==> src/rtl/uart_frame_arbiter.sv <==
// Round-robin arbiter that shares one UART byte stream between NUM_REQ sources,
// wrapping each granted payload as SOF, id, len, payload, XOR checksum.
module uart_frame_arbiter #(
  parameter int         NUM_REQ = 4,
  parameter int         MAX_LEN = 16,
  parameter logic [7:0] SOF     = 8'hA5
) (
  input  logic                    clk_in,
  input  logic                    rst,
  input  logic [NUM_REQ-1:0]      req,
  input  logic [NUM_REQ-1:0][7:0] req_len,
  input  logic [NUM_REQ-1:0][7:0] pl_data,
  output logic [NUM_REQ-1:0]      pl_rd,
  output logic [NUM_REQ-1:0]      grant,
  output logic [7:0]              tx_data,
  output logic                    tx_valid,
  input  logic                    tx_ready,
  output logic                    busy,
  output logic                    frame_done,
  output logic                    err_len
);
  localparam int         IW    = (NUM_REQ > 1) ? $clog2(NUM_REQ) : 1;
  localparam logic [7:0] MAXL8 = 8'(MAX_LEN);

  typedef enum logic [2:0] {S_IDLE, S_SOF, S_ID, S_LEN, S_PAY, S_CSUM} state_e;

  state_e             state_q, state_d;
  logic [IW-1:0]      ptr_q, ptr_d, sel_q, sel_d, arb_idx;
  logic [7:0]         len_q, len_d, cnt_q, cnt_d, csum_q, csum_d, txd_q, txd_d;
  logic               txv_q, txv_d, fd_q, fd_d, el_q, el_d;
  logic [NUM_REQ-1:0] gnt_q, gnt_d;
  logic               arb_hit, len_ok, beat, more;

  function automatic logic [IW-1:0] inc_wrap(input logic [IW-1:0] v);
    return (int'(v) == NUM_REQ - 1) ? '0 : v + 1'b1;
  endfunction

  // First requester at or after ptr, walking modulo NUM_REQ.
  always_comb begin
    int            j;
    logic [IW-1:0] jj;
    arb_hit = 1'b0;
    arb_idx = '0;
    j       = 0;
    jj      = '0;
    for (int k = 0; k < NUM_REQ; k++) begin
      j = int'(ptr_q) + k;
      if (j >= NUM_REQ) j = j - NUM_REQ;
      jj = IW'(j);
      if (!arb_hit && req[jj]) begin
        arb_hit = 1'b1;
        arb_idx = jj;
      end
    end
  end

  assign len_ok = (req_len[arb_idx] <= MAXL8);
  assign beat   = txv_q & tx_ready;
  assign more   = (cnt_q < len_q);

  always_ff @(posedge clk_in or posedge rst) begin
    if (rst) begin
      state_q <= S_IDLE;
      ptr_q   <= '0;
      sel_q   <= '0;
      len_q   <= '0;
      cnt_q   <= '0;
      csum_q  <= '0;
      txd_q   <= '0;
      txv_q   <= 1'b0;
      gnt_q   <= '0;
      fd_q    <= 1'b0;
      el_q    <= 1'b0;
    end else begin
      state_q <= state_d;
      ptr_q   <= ptr_d;
      sel_q   <= sel_d;
      len_q   <= len_d;
      cnt_q   <= cnt_d;
      csum_q  <= csum_d;
      txd_q   <= txd_d;
      txv_q   <= txv_d;
      gnt_q   <= gnt_d;
      fd_q    <= fd_d;
      el_q    <= el_d;
    end
  end

  always_comb begin
    state_d = state_q;
    case (state_q)
      S_IDLE:  if (arb_hit && len_ok) state_d = S_SOF;
      S_SOF:   if (beat) state_d = S_ID;
      S_ID:    if (beat) state_d = S_LEN;
      S_LEN:   if (beat) state_d = (len_q == 8'd0) ? S_CSUM : S_PAY;
      S_PAY:   if (beat && !more) state_d = S_CSUM;
      S_CSUM:  if (beat) state_d = S_IDLE;
      default: state_d = S_IDLE;
    endcase
  end

  // Datapath: the next byte is loaded on the same edge that retires the current one.
  always_comb begin
    ptr_d  = ptr_q;
    sel_d  = sel_q;
    len_d  = len_q;
    cnt_d  = cnt_q;
    csum_d = csum_q;
    txd_d  = txd_q;
    txv_d  = txv_q;
    gnt_d  = gnt_q;
    fd_d   = 1'b0;
    el_d   = 1'b0;
    case (state_q)
      S_IDLE: if (arb_hit) begin
        if (!len_ok) begin
          el_d  = 1'b1;
          ptr_d = inc_wrap(arb_idx);
        end else begin
          sel_d  = arb_idx;
          len_d  = req_len[arb_idx];
          csum_d = '0;
          txd_d  = SOF;
          txv_d  = 1'b1;
          gnt_d  = NUM_REQ'(1) << arb_idx;
        end
      end
      S_SOF: if (beat) txd_d = {{(8-IW){1'b0}}, sel_q};
      S_ID: if (beat) begin
        txd_d  = len_q;
        csum_d = csum_q ^ txd_q;
      end
      S_LEN: if (beat) begin
        csum_d = csum_q ^ len_q;
        if (len_q == 8'd0) txd_d = csum_q ^ len_q;
        else begin
          txd_d = pl_data[sel_q];
          cnt_d = 8'd1;
        end
      end
      S_PAY: if (beat) begin
        csum_d = csum_q ^ txd_q;
        if (more) begin
          txd_d = pl_data[sel_q];
          cnt_d = cnt_q + 8'd1;
        end else txd_d = csum_q ^ txd_q;
      end
      S_CSUM: if (beat) begin
        txv_d = 1'b0;
        gnt_d = '0;
        fd_d  = 1'b1;
        ptr_d = inc_wrap(sel_q);
      end
      default: ;
    endcase
  end

  // Pop strobe only on the beats that load a payload byte.
  always_comb begin
    pl_rd = '0;
    if (beat && ((state_q == S_LEN && len_q != 8'd0) || (state_q == S_PAY && more)))
      pl_rd[sel_q] = 1'b1;
    busy = (state_q != S_IDLE);
  end

  assign tx_data    = txd_q;
  assign tx_valid   = txv_q;
  assign grant      = gnt_q;
  assign frame_done = fd_q;
  assign err_len    = el_q;

  a_grant_onehot: assert property (@(posedge clk_in) disable iff (rst) $onehot0(grant));
  a_rd_granted:   assert property (@(posedge clk_in) disable iff (rst) (pl_rd & ~grant) == '0);
endmodule

==> config.mk <==
export PLATFORM = sky130hd
export DESIGN_NAME = uart_frame_arbiter
export DESIGN_NICKNAME = d
export VERILOG_FILES = /design/src/rtl/uart_frame_arbiter.sv
export SDC_FILE = /design/constraint.sdc
export NUM_CORES = 1
export LEC_CHECK = 0
export BUFFER_PORTS_ARGS = -buffer_cell sky130_fd_sc_hd__clkbuf_2
export CAP_MARGIN = 20
export CORE_UTILIZATION = 55
export CTS_CLUSTER_DIAMETER = 80
export DETAILED_ROUTE_END_ITERATION = 6
export PLACE_DENSITY = 0.83
export SYNTH_ARGS = -nofsm -noshare
export SYNTH_HDL_FRONTEND = slang
export SYNTH_SLANG_ARGS = --single-unit
==> constraint.sdc <==
create_clock -name clk_in -period 5 [get_ports clk_in]
set_clock_uncertainty 0.05 [all_clocks]
set_input_delay 0.25 -clock clk_in [delete_from_list [all_inputs] [get_ports clk_in]]
set_output_delay 0.25 -clock clk_in [all_outputs]
set_load 0.02 [all_outputs]
==> impl_metrics.ini <==
[power_and_ir_drop]
intPower_mw = 1.06
vdd_drop_max_uv = 337
switchingPower_mw = 0.989
pwr-share-seq = 0.359
power_frac_clock = 0.116
leakage_nw = 1.93
comb_power_share = 0.525
total_power_mw = 2.05
p_sw_frac = 0.483
p_per_area_nw_per_um2 = 517

[setup_path]
reg2regPathDepth = 8
required_ns = 5.16
start_kind = flop
worstSetupPathType = reg2reg
r2r_start = ptr_q[1]
setup.worst_path.end_class = flop
startpoint = ptr_q[1]
arrival_ns = 3.52
cp_max_fo = 16

[logic_synthesis]
syn-cell-area_um2 = 3410
synth_area_per_cell_um2 = 9.08
synth_fp_nets = 463
ys_seq_area_frac = 0.337
yosys-top-cells-area = dfrtp_1 34%, mux2i_1 8.2%, o21ai_0 6.4%
async_flop_share = 1.00
syn_inst = 376
yosysTopAreaCell = dfrtp_1
synth_edf_count = 0
ys_types = 56
synth_flop_cell = dfrtp_1
synth_seq_cells = 46
synth_top_area_frac = 0.337
synth_warnings = 0

[clock_network]
insertion_delay_ns = 0.31
cts_resized = 0
h-tree-depth = 2
cts_root_buf = clkbuf_8
cts_sinks = 46
cts_tree = done
hold_buffers = 0
cts_max_path_buffers = 2
cts_made_buffers = 5
cts_setup_buffers = 0
path_clk_slew_ns = 0.10

[min_path]
hold_path_class = in2async

[global_route]
grt_antenna_before_repair = 0
grt_pass1_wl_um = 14900
grt_pass1_vias = 3119
track_usage = 0.296
gr-total-overflow = 0
grt_max_degree = 47

[finish]
final_common_cell = clkbuf_2
final_cell_mix = 90 x clkbuf_2, 46 x dfrtp_1, 44 x o21ai_0
drive_gt1_frac = 0.270
antennaDiodeCount = 0
utilization = 0.665
synthToLayoutAreaGrowth_pct = 16.0
fin_nets = 543

[placement]
io_buffers = 90
gp_congestion = 0.875
dpl.hpwl_um = 6820

[die]
die_h_um = 80.8
initial_core_util = 0.573
coreArea_um2 = 5960
num_rows = 28
chipWidth_um = 80.8
dieArea_um2 = 6530
ios = 91

[sta]
finalCritPeriodShare = 0.673
slew_viol_final = 0
setup_viol = 0
max_slew_margin = 0.404
worst_pin_slew_ns = 0.894
tns_ns = 0
min_period_ns = 3.36
hold_violations = 0
rsz0062_at_grt = no
max_freq_mhz = 297

[outcome]
status = complete, no violations

[run]
drv_cap = 0

[route]
antenna_left = 0
wl_per_cell_um = 17.6
wirelength_um = 9350
vias = 3363
drtIter0Drc = 304
first_pass_iters = 5
viasPerCell = 6.33
drc = 0
[routing by layer]
metal	share of wire	wire length, µm	track usage	up-vias
li1	-	-	-	1551
met1	0.41	3850	0.385	1608
met2	0.50	4670	0.508	178
met3	0.067	622	0.0517	26
met4	0.022	206	0.0821	0
met5	0	0	0	-
[sequential cells by signal, indices dropped and copies added, names as in the netlist]
name        count
sel_q           2
state_q         3
cnt_q           8
tx_data         8
len_q           8
ptr_q           2
grant           4
frame_done      1
err_len         1
csum_q          8
tx_valid        1
[kinds of logic after synthesis]
kind of cell | after synthesis | synth area share
AO/OA/AOI/OAI | 130 | 0.237
AND/OR/NAND/NOR | 99 | 0.149
flip-flops | 46 | 0.337
multiplexers | 44 | 0.162
buffers and inverters | 38 | 0.0480
adder cells (fa/ha/maj) | 16 | 0.0586
XOR/XNOR | 3 | 0.00770
[per-stage QoR]
step	hold slack, ns	cell area [µm²]	setup slack, ns	instances
after global placement	0.363	3870	1.80	523
after floorplan	0.424	3410	2.21	376
final	0.00850	3960	1.64	531
after CTS	0.0404	3950	1.64	530
after detailed placement	0.374	3870	1.64	523
after global routing	0.0817	3960	1.47	531
[power groups by stage]
stage | Sequential [mW] | Clock (mW) | Combinational, mW
detailed placement | 0.736 | 0 | 1.04
finish | 0.735 | 0.237 | 1.07
floorplan | 0.664 | 0 | 0.823
CTS | 0.730 | 0.235 | 1.05
global placement | 0.726 | 0 | 1.00
global route | 0.759 | 0.251 | 1.17
[synth_stat cells, drive strengths merged (3+ instances only)]
cell type,number
nor4,3
a21o,3
nand2b,8
or2,3
a31oi,5
nand2,19
o21bai,3
or3,4
nand3,7
ha,16
o21a,3
nor3,8
a21oi,43
o21ai,46
clkbuf,14
mux4,8
a22o,9
or4,4
mux2,7
nor2,30
dfrtp,46
o221ai,3
and3,7
mux2i,29
inv,19
buf,5
[area by class of cell]
class                           instances  area, µm²
Sequential cell                        46       1150
Inverter                               19       71.3
Clock inverter                          1       7.51
Tap cell                               75       93.8
Timing Repair Buffer                   92        465
Fill cell                             503       1990
Multi-Input combinational cell        292       2100
Clock buffer                            6       72.6
[path summary, 6_finish.rpt]
path                              end  slack (ns)
max                          len_q[0]        1.64
min                          tx_valid       0.009
max reg2reg                  len_q[0]        1.64
min reg2reg                  grant[3]        0.49
max in group asynchronous  tx_data[7]        4.49
min in group clk_in          sel_q[0]        0.34
[worst max-delay path, cell delays in order, from the launching register on]
cell and delay (ns):
dfrtp_1 0.48, or3b_2 0.53, o221ai_4 0.26, mux2i_1 0.27, mux2i_1 0.13, nor4_2 0.42
o21bai_2 0.17, nor3_4 0.54, mux2_2 0.41
Note: power is estimated with default switching activity, not from simulation.
